File: config.mk
export PLATFORM = sky130hd
export DESIGN_NAME = pac_motion
export DESIGN_NICKNAME = d
export VERILOG_FILES = /design/src/rtl/pac_motion.sv
export SDC_FILE = /design/constraint.sdc
export NUM_CORES = 1
export LEC_CHECK = 0
export ABC_AREA = 0
export BUFFER_PORTS_ARGS = -buffer_cell sky130_fd_sc_hd__buf_2
export CAP_MARGIN = 20
export CORE_ASPECT_RATIO = 2
export CORE_MARGIN = 2
export CORE_UTILIZATION = 40
export DETAILED_ROUTE_END_ITERATION = 12
export GPL_TIMING_DRIVEN = 0
export PLACE_DENSITY = 0.56
export SLEW_MARGIN = 20
export SYNTH_ARGS = -nofsm -noshare
export SYNTH_HDL_FRONTEND = slang
export SYNTH_SLANG_ARGS = --single-unit
File: constraint.sdc
create_clock -name clk -period 3.3 [get_ports clk]
set_input_delay 0.165 -clock clk [delete_from_list [all_inputs] [get_ports clk]]
set_output_delay 0.165 -clock clk [all_outputs]
set_load 0.03 [all_outputs]
File: src/rtl/pac_motion.sv
// Pac-Man grid motion controller: tick-paced stepping, wall-map query handshake, sprite window.
// Define PAC_REVERSE_EN to allow an instant mid-tile reversal without a wall query.
module pac_motion #(
    parameter int STEP_DIV  = 500000,
    parameter int COLS      = 26,
    parameter int ROWS      = 20,
    parameter int START_COL = 12,
    parameter int START_ROW = 15
) (
    input  logic       clk,
    input  logic       rst,
    input  logic [3:0] key_dir,
    input  logic [9:0] h_cnt,
    input  logic [9:0] v_cnt,
    output logic       wall_req,
    output logic [4:0] wall_col,
    output logic [4:0] wall_row,
    input  logic       wall_ack,
    input  logic       wall_hit,
    output logic [9:0] pac_x,
    output logic [9:0] pac_y,
    output logic [3:0] dir,
    output logic       moving,
    output logic       in_sprite,
    output logic [4:0] sprite_x,
    output logic [4:0] sprite_y
);
    localparam int CW = (STEP_DIV > 1) ? $clog2(STEP_DIV) : 1;
    localparam logic [3:0] DIR_L = 4'b1000;
    localparam logic [3:0] DIR_U = 4'b0100;
    localparam logic [3:0] DIR_R = 4'b0010;
    localparam logic [3:0] DIR_D = 4'b0001;

    typedef enum logic [2:0] {IDLE, QRY_P, WAIT_P, QRY_C, WAIT_C, STEP} state_t;

    state_t        state_q;
    logic [CW-1:0] tickCnt_q, tickCnt_d;
    logic [9:0]    pacX_q, pacY_q;
    logic [3:0]    dir_q, pending_q;
    logic          moving_q, wallReq_q;
    logic [4:0]    wallCol_q, wallRow_q;
    logic [4:0]    tileCol_q, tileRow_q;
    logic [4:0]    offset_q;
    logic          inSprite_q;
    logic [4:0]    spriteX_q, spriteY_q;

    logic          tick, aligned, nbrOut, inWin;
    logic [3:0]    cand;
    logic [4:0]    nbrCol, nbrRow, stepCol, stepRow;
    logic [10:0]   hx, vy, px, py;

`ifdef PAC_REVERSE_EN
    function automatic logic [3:0] opposite(input logic [3:0] d);
        return {d[1], d[0], d[3], d[2]};
    endfunction
`endif

    assign tick      = (tickCnt_q == CW'(STEP_DIV - 1));
    assign tickCnt_d = tick ? '0 : tickCnt_q + CW'(1);
    assign aligned   = (offset_q == 5'd0);

    // Neighbour of the current tile in the candidate direction; off-grid reads as a wall.
    always_comb begin
        cand    = (state_q == QRY_P) ? pending_q : dir_q;
        nbrCol  = tileCol_q;
        nbrRow  = tileRow_q;
        nbrOut  = 1'b0;
        case (cand)
            DIR_L: if (tileCol_q == 5'd0) nbrOut = 1'b1; else nbrCol = tileCol_q - 5'd1;
            DIR_R: if (tileCol_q == 5'(COLS - 1)) nbrOut = 1'b1; else nbrCol = tileCol_q + 5'd1;
            DIR_U: if (tileRow_q == 5'd0) nbrOut = 1'b1; else nbrRow = tileRow_q - 5'd1;
            DIR_D: if (tileRow_q == 5'(ROWS - 1)) nbrOut = 1'b1; else nbrRow = tileRow_q + 5'd1;
            default: nbrOut = 1'b1;
        endcase
    end

    // Tile reached by crossing the next boundary in the facing direction.
    always_comb begin
        stepCol = tileCol_q;
        stepRow = tileRow_q;
        case (dir_q)
            DIR_L:   stepCol = tileCol_q - 5'd1;
            DIR_R:   stepCol = tileCol_q + 5'd1;
            DIR_U:   stepRow = tileRow_q - 5'd1;
            DIR_D:   stepRow = tileRow_q + 5'd1;
            default: ;
        endcase
    end

    always_ff @(posedge clk) begin
        if (rst) begin
            state_q   <= IDLE;
            tickCnt_q <= '0;
            pacX_q    <= 10'(START_COL * 24);
            pacY_q    <= 10'(START_ROW * 24);
            dir_q     <= 4'b0;
            pending_q <= 4'b0;
            moving_q  <= 1'b0;
            wallReq_q <= 1'b0;
            wallCol_q <= 5'd0;
            wallRow_q <= 5'd0;
            tileCol_q <= 5'(START_COL);
            tileRow_q <= 5'(START_ROW);
            offset_q  <= 5'd0;
        end else begin
            tickCnt_q <= tickCnt_d;
            wallReq_q <= 1'b0;
            case (state_q)
                IDLE: if (tick) begin
`ifdef PAC_REVERSE_EN
                    // Reversing mid-tile: the boundary behind becomes the reference tile.
                    if (!aligned && dir_q != 4'b0 && pending_q == opposite(dir_q)) begin
                        dir_q     <= pending_q;
                        pending_q <= 4'b0;
                        offset_q  <= 5'd24 - offset_q;
                        tileCol_q <= stepCol;
                        tileRow_q <= stepRow;
                        state_q   <= STEP;
                    end else
`endif
                    if (!aligned)                                   state_q <= STEP;
                    else if (pending_q != 4'b0 && pending_q != dir_q) state_q <= QRY_P;
                    else if (dir_q != 4'b0)                           state_q <= QRY_C;
                end
                QRY_P, QRY_C: begin
                    if (nbrOut) begin
                        if (state_q == QRY_P) begin
                            state_q <= (dir_q != 4'b0) ? QRY_C : IDLE;
                        end else begin
                            moving_q <= 1'b0;
                            state_q  <= IDLE;
                        end
                    end else begin
                        wallReq_q <= 1'b1;
                        wallCol_q <= nbrCol;
                        wallRow_q <= nbrRow;
                        state_q   <= (state_q == QRY_P) ? WAIT_P : WAIT_C;
                    end
                end
                WAIT_P: if (wall_ack) begin
                    if (!wall_hit) begin
                        dir_q     <= pending_q;
                        pending_q <= 4'b0;
                        moving_q  <= 1'b1;
                        state_q   <= STEP;
                    end else begin
                        state_q <= (dir_q != 4'b0) ? QRY_C : IDLE;
                    end
                end
                WAIT_C: if (wall_ack) begin
                    moving_q <= !wall_hit;
                    state_q  <= wall_hit ? IDLE : STEP;
                end
                STEP: begin
                    case (dir_q)
                        DIR_L:   pacX_q <= pacX_q - 10'd1;
                        DIR_R:   pacX_q <= pacX_q + 10'd1;
                        DIR_U:   pacY_q <= pacY_q - 10'd1;
                        DIR_D:   pacY_q <= pacY_q + 10'd1;
                        default: ;
                    endcase
                    if (offset_q == 5'd23) begin
                        offset_q  <= 5'd0;
                        tileCol_q <= stepCol;
                        tileRow_q <= stepRow;
                    end else begin
                        offset_q <= offset_q + 5'd1;
                    end
                    state_q <= IDLE;
                end
                default: state_q <= IDLE;
            endcase
            if ($onehot(key_dir)) pending_q <= key_dir;
        end
    end

    // Window compare is 11 bits wide so pac+24 never wraps; low 5 bits of the difference suffice.
    assign hx    = {1'b0, h_cnt};
    assign vy    = {1'b0, v_cnt};
    assign px    = {1'b0, pacX_q};
    assign py    = {1'b0, pacY_q};
    assign inWin = (hx >= px) && (hx < px + 11'd24) && (vy >= py) && (vy < py + 11'd24);

    always_ff @(posedge clk) begin
        if (rst) begin
            inSprite_q <= 1'b0;
            spriteX_q  <= 5'd0;
            spriteY_q  <= 5'd0;
        end else begin
            inSprite_q <= inWin;
            spriteX_q  <= inWin ? (h_cnt[4:0] - pacX_q[4:0]) : 5'd0;
            spriteY_q  <= inWin ? (v_cnt[4:0] - pacY_q[4:0]) : 5'd0;
        end
    end

    assign wall_req  = wallReq_q;
    assign wall_col  = wallCol_q;
    assign wall_row  = wallRow_q;
    assign pac_x     = pacX_q;
    assign pac_y     = pacY_q;
    assign dir       = dir_q;
    assign moving    = moving_q;
    assign in_sprite = inSprite_q;
    assign sprite_x  = spriteX_q;
    assign sprite_y  = spriteY_q;
endmodule

# Word-level counts from Yosys, hierarchy flattened
# Index checks and enable logic that the tools add are counted.
totals:
  ramBits: 0
  inputBits: 28
  latch_bits: 0
  word_cells: 138
  n_memories: 0
  regBits: 88
  output_inout_bits: 47
  mem_bits_ro: 0
classes:
  div: 0
  shift: 0
  n_lt_le_gt_ge: 4
  bitwise_logic: 4
  add_sub_neg: 17
  multipliers: 0
  mux: 41
  reduce_logical: 29
  n_eq_ne: 27
ops:
  columns: ["cell", "count"]
  rows:
  - ["$pmux 10 s2", 2]
  - ["$pmux 5 s2", 4]
  - ["$mux 3", 10]
  - ["$mux 5", 5]
  - ["$add 10x5->11 const B", 2]
  - ["$lt 10x11->1", 2]
  - ["$add 10x1->10 const B", 2]
  - ["$ge 10x10->1", 2]
  - ["$mux 4", 5]
  - ["$sub 10x1->10 const B", 2]
  - ["$add 19x1->19 const B", 1]
  - ["$eq 19x19->1 const B", 1]
  - ["$add 5x1->5 const B", 3]
  - ["$eq 5x5->1 const B", 3]
  - ["$logic_not 5->1", 3]
  - ["$ne 2x2->1 const B", 6]
  - ["$pmux 3 s4", 1]
  - ["$reduce_and 3->1", 4]
  - ["$mux 1", 10]
  - ["$sub 5x1->5 const B", 2]
  - ["$sub 5x5->5", 2]
  - ["$eq 4x1->1 const B", 2]
  - ["$eq 4x2->1 const B", 2]
  - ["$eq 4x3->1 const B", 2]
  - ["other kinds (23)", 44]

# Depth between registers and ports, before layout
# Gate-level depths: netlist of the first run.
logic_depth:
  ltp_word: 7
  depth_mapped: 12
  mapped_depth_nobuf: 11

# Worst setup path after synthesis of the first run
# OpenSTA, ideal clock, no wires.
synth_path:
  kind: "flip-flop to flip-flop"
  from: "register dir_q[3] (netlist: dir[3])"
  to: "register pacX_q[9] (netlist: pac_x[9])"
  setup_time_ns: 0.070
  setup_slack_ns: 0.362
  required_time_ns: 3.230
  t_arrival_ns: 2.867
  period_less_slack_ns: 2.938
  stages_incl_launch_ff: 11
  n_path_buf: 1
  cell_sequence: "dfxtp_1 buf_4 nor4b_4 inv_1 ha_1 a211oi_1 o211ai_1 a41oi_1 xnor2_1 or3_1 a21oi_1"
synth_between:
  elab_chain_cells: 3
  word_cells_on_any_way: 5
  cone_classes: "eq/ne: 2; mux: 1; reduce/logical: 2"
synth_lines:
  columns: ["element", "line_no", "text"]
  rows:
  - ["from (decl)", "39", "logic [3:0] dir_q, pending_q;"]
  - ["from (signal assigned)", "142", "dir_q <= pending_q;"]
  - ["$eq 4x2->1 or $eq 4x4->1 (tied branches)", "155", "case (dir_q)"]
  - ["$reduce_bool 2->1 (no line)", null, null]
  - ["$reduce_and 2->1 (no line)", null, null]
  - ["to (signal assigned)", "94", "pacX_q <= 10'(START_COL * 24);"]
  - ["to (signal assigned)", "156", "DIR_L: pacX_q <= pacX_q - 10'd1;"]
  - ["to (signal assigned)", "157", "DIR_R: pacX_q <= pacX_q + 10'd1;"]
  - ["to (decl)", "38", "logic [9:0] pacX_q, pacY_q;"]
# Parallel ways exist; a longest one is shown, timed or not.
# A chain may end at the register's enable or synchronous reset.

# Worst setup path after layout of the first run
layout_path:
  from: "register dir_q[2] (netlist: dir[2])"
  to: "register pacX_q[9] (netlist: pac_x[9])"
# The elaborated chain is that of the path after synthesis.

==> out/summary.txt, run 1 <==
================================================================================
CP Depth                                                                      11
Cell Area, Synth                                                        6450 µm²
Clock Sink Count                                                              88
CTS clk-pin slew, worst paths                                            0.07 ns
Die width                                                                93.8 µm
Fraction of the yosys area taken by sequential cells                       27.3%
Cell with the most instances after synthesis                             dfxtp_1
H-tree lvl count                                                               3
Synthesis Warnings                                                             0
Worst skew pair latency                                                  0.35 ns
Buffers from clock root to sink, at most                                       2
Compound-cell area share of the yosys netlist                              20.3%
Outcome                                                             finished clean
Routed Antenna Nets                                                            0
Mean number of vias per cell                                                5.67
Upper clock frequency limit                                              328 MHz
Simple-gate share of the synthesized area                                  22.0%
Least setup slack across all paths after layout                         0.249 ns
Port buffer count                                                             74
Largest Register                                                       tickCnt_q
CTS tree                                                                     yes
Max reg flops                                                                 19
Number of max-cap violations                                                   0
Vias in the first global route                                              6161
Number of antenna violations at the first check in global routing              0
Final period demand of the worst path                                    3.05 ns
Worst r2r dst                                                           pac_x[9]
Number of unique standard cell types used by synthesis                        79
Count of cells along the worst register-to-register path                      11
Relative max-transition margin                                             40.7%
Die Y-Extent                                                              184 µm
Initial drt markers                                                          206
Root buffer selected by CTS                                            clkbuf_16
Placement Rows                                                                65
Pin count of the biggest net entering global routing                          15
Layout cells sized above 1                                                 15.9%
Number of placed I/O pins                                                     75
Cell taking the most area after synthesis                                dfxtp_1
Count of final max-slew check failures                                         0
Hpwl dp                                                                 14700 µm
Count of nets after finishing                                                965
Worst hold-check path type                                          primary input to flip-flop
Die outline area                                                       17200 µm²
# diodes                                                                       0
Number of buffers created by CTS                                               9
Sum Neg Setup Slack                                                         0 ns
Hold-fix buffer count after cts                                                0
CP Data Required Time                                                    3.58 ns
Starting utilization of the core area                                      40.9%
Startpoint type of the worst setup path                                flip-flop
Gr usage total                                                             21.8%
Synthesized netlist cell count                                               780
Ordered list of cells on the worst path                             buf_2 -> nor4b_4 -> buf_4 -> inv_2 -> ha_1 -> a211oi_1 -> o211ai_1 -> a41oi_1 -> xnor2_1 -> or3_1 -> a21oi_1
Number of enable-type register cells in the synthesized netlist                0
Register bit total from synthesis                                             88
Syn_nets                                                                     877
Largest driver fanout on the critical path                                    12
Slew at the pin closest to its max-slew limit                           0.889 ns
Per-cell routed wire length                                              17.1 µm
Endpoints failing setup                                                        0
Synth top area share                                                       27.3%
Placement Setup Slack                                                  -0.121 ns
Period Utilization, post-route                                             92.5%
Wire length of the first global-routing pass                            29500 µm
Fraction of registers with async set or reset after synthesis                 0%
Kind of critical path                                               flip-flop to flip-flop
Primary flip-flop cell chosen by synthesis mapping                       dfxtp_1
Syn avg cell area                                                       8.26 µm²
Static Leakage                                                           3.06 nW
Detailed Route WL                                                       18300 µm
VDD IR max                                                              0.210 mV
Peak per-stage delay on the critical path                                0.39 ns
Critical path buffer and inverter count                                        3
RSZ-0062 raised after global routing                                       false
Kind of cell adding the most delay to the critical path             compound AO/OA/AOI/OAI gates
Crit path max-delay cell type                                           a211oi_1
GPL Wtd Cong                                                               0.858
Clock skew after layout                                               0.00713 ns
Top post-synthesis cells by area                                    dfxtp_1, ha_1, xnor2_1
Share of synthesized area spent on multiplexers                            2.83%
Final hold violation count                                                     0
Commonest cells in the synthesized netlist                          dfxtp_1, nor2_1, ha_1, nand2_1, a21oi_1
DR DRC count                                                                   0
Number of iterations in the first detailed-routing pass                        5
Grt total ovfl                                                                 0
CORE AREA                                                              15800 µm²
Dominant combinational cell family by area after synthesis          simple AND/OR/NAND/NOR gates
Xor/xnor cell area share of the yosys netlist                              8.02%
Vias after detailed routing                                                 6086
Hold EP                                                             pending_q[2]
Start point of the worst hold path                                    key_dir[2]
Filler cells                                                                1613
Area growth, synth to finish                                               14.6%
Reg-to-reg startpoint                                                     dir[2]
Reg2Reg Setup Slack                                                      0.25 ns
Worst hold path depth                                                          3
Crit path DAT                                                            3.33 ns
Areal power density over the cells                                    314 nW/µm²
Adder-Cell Fraction of Synth Area                                          14.0%
Critical path capture point type                                       flip-flop
================================================================================
## area by class of cell
type | instances | area (µm²) | area share, %
Timing Repair Buffer | 77 | 393 | 5.32
Tap cell | 201 | 251 | 3.40
Inverter | 55 | 210 | 2.84
Multi-Input combinational cell | 607 | 4340 | 58.7
Buffer | 30 | 145 | 1.96
Sequential cell | 88 | 1760 | 23.9
Clock inverter | 4 | 53.8 | 0.728
Clock buffer | 12 | 236 | 3.20
## cell families after synthesis
kind of cell    after synthesis
simple gates                271
compound gates              191
flops                        88
buf+inv                      85
fa+ha+maj                    69
xor+xnor                     59
mux                          17
## stage by stage
step / utilization, % / power (W) / cell area [µm²] / hold slack [ns] / std cells
2_1_floorplan: - / 0.00123 / 6450 / 0.301 / 780
3_3_place_gp: 44.8 / 0.00129 / 7070 / 0.440 / 1055
3_5_place_dp: 44.8 / 0.00130 / 7070 / 0.447 / 1055
4_1_cts: 46.7 / 0.00235 / 7370 / 0.0719 / 1073
5_1_grt: 46.8 / 0.00241 / 7390 / 0.0787 / 1074
6_report: 46.8 / 0.00232 / 7390 / 0.0781 / 1074
## worst min-delay path: stages
cell and delay [ns]:
buf_2 0.11, nand2_1 0.05, a21oi_1 0.05
## layout by cell type, fill, tap and decap left out, types with 6 or more instances in the layout
master | Yosys | layout
dfxtp_1 | 88 | 87
buf_2 | 8 | 82
nor2_1 | 67 | 67
nand2_1 | 64 | 64
ha_1 | 64 | 64
a21oi_1 | 59 | 59
inv_1 | 52 | 51
o21ai_0 | 40 | 40
xnor2_1 | 39 | 39
nand3_1 | 33 | 33
xor2_1 | 20 | 20
nor3_1 | 20 | 19
nor2b_1 | 18 | 18
clkbuf_1 | 14 | 17
nand4_1 | 15 | 15
o211ai_1 | 11 | 11
mux2i_1 | 10 | 10
clkbuf_16 | 0 | 9
buf_4 | 4 | 7
o2111ai_1 | 7 | 7
nand2b_1 | 7 | 7
nor4b_1 | 7 | 7
a21o_1 | 6 | 6
a211oi_1 | 6 | 6
or3_1 | 6 | 6
## timing repair
action,in CTS,in global routing
buffers inserted,2,1
endpoints found under the setup margin,2,5
resized for setup,1,3
pin swaps,1,0
gates cloned,0,0
## layer usage
layer	track usage (%)	part of all wire [%]	up-vias	routed length, µm
met5	0	0	-	0
li1	-	-	2973	-
met1	20.2	35	2904	6360
met3	2.71	3.3	47	604
met2	43.9	57	162	10500
met4	11.4	4.7	0	864
## report_power, final
| group | switching [W] | internal [W] |
|---|---|---|
| sequential | 0.00000448 | 0.00107 |
| clock | 0.000454 | 0.000591 |
| combinational | 0.000127 | 0.0000736 |
| total | 0.000585 | 0.00174 |
## worst max path at each step
stage	start	to	slack, ns
2_1_floorplan	dir[3]	pac_x[9]	0.36
3_3_place_gp	dir[3]	pac_x[9]	-0.02
4_1_cts	dir[0]	pac_y[9]	0.05
6_report	dir[2]	pac_x[9]	0.25
5_1_grt	pac_y[3]	sprite_x[2]	0.0007
3_5_place_dp	dir[3]	pac_x[9]	-0.12
(Power assumes the default switching activity.)
==> run 2, diff against run 1 <==
Settings changed: CORE_UTILIZATION 40 to 25, PLACE_DENSITY 0.56 to 0.39.
==> run 2 against run 1 <==
Net effect:
- first-iteration DRC count up 8.3%
- register-to-register slack worse by 0.02 ns
- maximum frequency is 0.49% lower
- clock-buffer cell count stayed put
- cell count is 13% higher
- critical path depth shrank 1
- combinational power about the same
- clock skew grew 0.0066 ns
- flip-flop and latch count unchanged
- via count down 3.9%
- global-route usage shrank 5.9 points
- die area grew 58%
- critical path type unchanged
==> out/summary.txt, run 2 (synthesis gave the netlist of run 1 again) <==
================================================================================
Outcome                                                             finished clean
Final hold violation count                                                     0   unchanged
Static Leakage                                                           3.07 nW   +0.16%
Startpoint type of the worst setup path                                flip-flop
Ordered list of cells on the worst path                             buf_4 -> nor4b_4 -> inv_2 -> ha_1 -> a211oi_1 -> o211ai_1 -> a41oi_1 -> xnor2_1 -> or3_1 -> a21oi_1
Worst hold-check path type                                          primary input to flip-flop
Layout cells sized above 1                                                 16.4%   +0.48 points
Crit path DAT                                                            3.35 ns   +0.02 ns
Endpoints failing setup                                                        0   unchanged
Least setup slack across all paths after layout                         0.234 ns   -0.0150 ns
Kind of cell adding the most delay to the critical path             compound AO/OA/AOI/OAI gates
Max reg flops                                                                 19   unchanged
DR DRC count                                                                   0   unchanged
GPL Wtd Cong                                                               0.808   -5.9%
Commonest non-fill, non-tap cells in the layout                     dfxtp_1, buf_2, nor2_1
Filler cells                                                                2855   +77%
Post-layout instance count excluding filler cells                           1212   +13%
Buffers from clock root to sink, at most                                       2   unchanged
Count of nets after finishing                                                966   +0.10%
Critical path capture point type                                       flip-flop
Sum Neg Setup Slack                                                         0 ns   unchanged
Detailed Route WL                                                       20800 µm   +14%
Starting utilization of the core area                                      25.2%   -16 points
CTS clk-pin slew, worst paths                                            0.07 ns   about the same
Clock Sink Count                                                              88   unchanged
VDD IR max                                                              0.206 mV   -1.8%
Upper clock frequency limit                                              326 MHz   -0.49%
Hpwl dp                                                                 16800 µm   +15%
CORE AREA                                                              25500 µm²   +62%
Critical path buffer and inverter count                                        2   -1
Gr usage total                                                             15.9%   -5.9 points
# diodes                                                                       0   unchanged
Commonest non-fill, non-tap cell in the layout                           dfxtp_1
Kind of critical path                                               flip-flop to flip-flop
Final period demand of the worst path                                    3.07 ns   +0.0150 ns
Die width                                                                 118 µm   +25%
Die Y-Extent                                                              231 µm   +26%
Worst hold slack                                                       0.0713 ns   -0.00683 ns
Die outline area                                                       27200 µm²   +58%
RSZ-0062 raised after global routing                                       false
Vias after detailed routing                                                 5851   -3.9%
Slew at the pin closest to its max-slew limit                           0.927 ns   +0.0380 ns
Grt total ovfl                                                                 0   unchanged
Placement Setup Slack                                                  -0.173 ns   -0.0526 ns
Mean number of vias per cell                                                4.83   -15%
Worst skew pair latency                                                  0.37 ns   +0.02 ns
Pin count of the biggest net entering global routing                          15   unchanged
Post-placement cell count                                                   1194   +13%
Design area                                                             7560 µm²   +2.3%
Clock skew after layout                                                0.0137 ns   +0.00657 ns
Peak per-stage delay on the critical path                                0.50 ns   +0.11 ns
Crit path max-delay cell type                                            dfxtp_1
H-tree lvl count                                                               3   unchanged
Number of placed I/O pins                                                     75   unchanged
Wire length of the first global-routing pass                            33400 µm   +13%
Period Utilization, post-route                                             92.9%   +0.45 points
CTS tree                                                                     yes
Root buffer selected by CTS                                            clkbuf_16
Initial drt markers                                                          223   +8.3%
Largest driver fanout on the critical path                                    14   +2
Number of max-cap violations                                                   0   unchanged
Post-DP Area                                                            7240 µm²   +2.5%
Number of iterations in the first detailed-routing pass                        4   -1
Area growth, synth to finish                                               17.3%
Number of buffers created by CTS                                               9   unchanged
Vias in the first global route                                              6110   -0.83%
Number of antenna violations at the first check in global routing              0   unchanged
CP Data Required Time                                                    3.58 ns   about the same
Areal power density over the cells                                    306 nW/µm²   -2.6%
Per-cell routed wire length                                              17.2 µm   +0.61%
Relative max-transition margin                                             38.2%   -2.5 points
Count of final max-slew check failures                                         0   unchanged
Placement Rows                                                                83   +28%
Routed Antenna Nets                                                            0   unchanged
Port buffer count                                                             74   unchanged
Largest Register                                                       tickCnt_q
================================================================================
==> run 2: report_power, final <==
part | switching [W] | internal, W
registers | 0.00000449 | 0.00107
clock network | 0.000473 | 0.000565
logic | 0.000127 | 0.0000733
==> run 2: cell type report <==
type / instances / area (µm²) / area share, %
repair buffers: 78 / 400 / 5.29
clock inverters: 2 / 15.0 / 0.199
well taps: 340 / 425 / 5.63
clock buffers: 12 / 267 / 3.52
multi-input cells: 607 / 4340 / 57.3
flip-flops and latches: 88 / 1770 / 23.3
plain buffers: 30 / 145 / 1.92
inverters: 55 / 208 / 2.75
==> run 2: final timing paths <==
check	startpoint	end	slack, ns	cells after the start
worst min-delay path	key_dir[1]	pending_q[1]	0.07	3
worst max register to register	dir[0]	pac_y[9]	0.23	10
worst max-delay path	dir[0]	pac_y[9]	0.23	10
worst min register to register	tickCnt_q[0]	tickCnt_q[0]	0.48	1
==> run 2: layer usage <==
metal	part of all wire (%)	vias to the layer above	global-route usage [%]
met2	59	99	32.9
met5	0	-	0
met4	2.6	0	5.80
met3	2.5	29	2.68
met1	36	2739	15.2
li1	-	2984	-
==> run 2: timing repair <==
item,CTS,global route
pin swaps,1,0
gates resized for setup,1,4
setup buffers,2,2
setup endpoints to repair,2,12
hold buffers,0,0
==> run 2: per-stage QoR <==
| stage | power [W] | utilization (%) |
|---|---|---|
| 2_1_floorplan | 0.00123 | - |
| 3_3_place_gp | 0.00131 | 28.3 |
| 3_5_place_dp | 0.00130 | 28.3 |
| 4_1_cts | 0.00237 | 29.5 |
| 5_1_grt | 0.00242 | 29.6 |
| 6_report | 0.00231 | 29.6 |
==> run 2: worst register-to-register path: stages, from the launching register on <==
cell and delay [ns]:
dfxtp_1 0.50, buf_4 0.25, nor4b_4 0.28, inv_2 0.21, ha_1 0.35, a211oi_1 0.34, o211ai_1 0.20, a41oi_1 0.31
xnor2_1 0.10, or3_1 0.31, a21oi_1 0.14
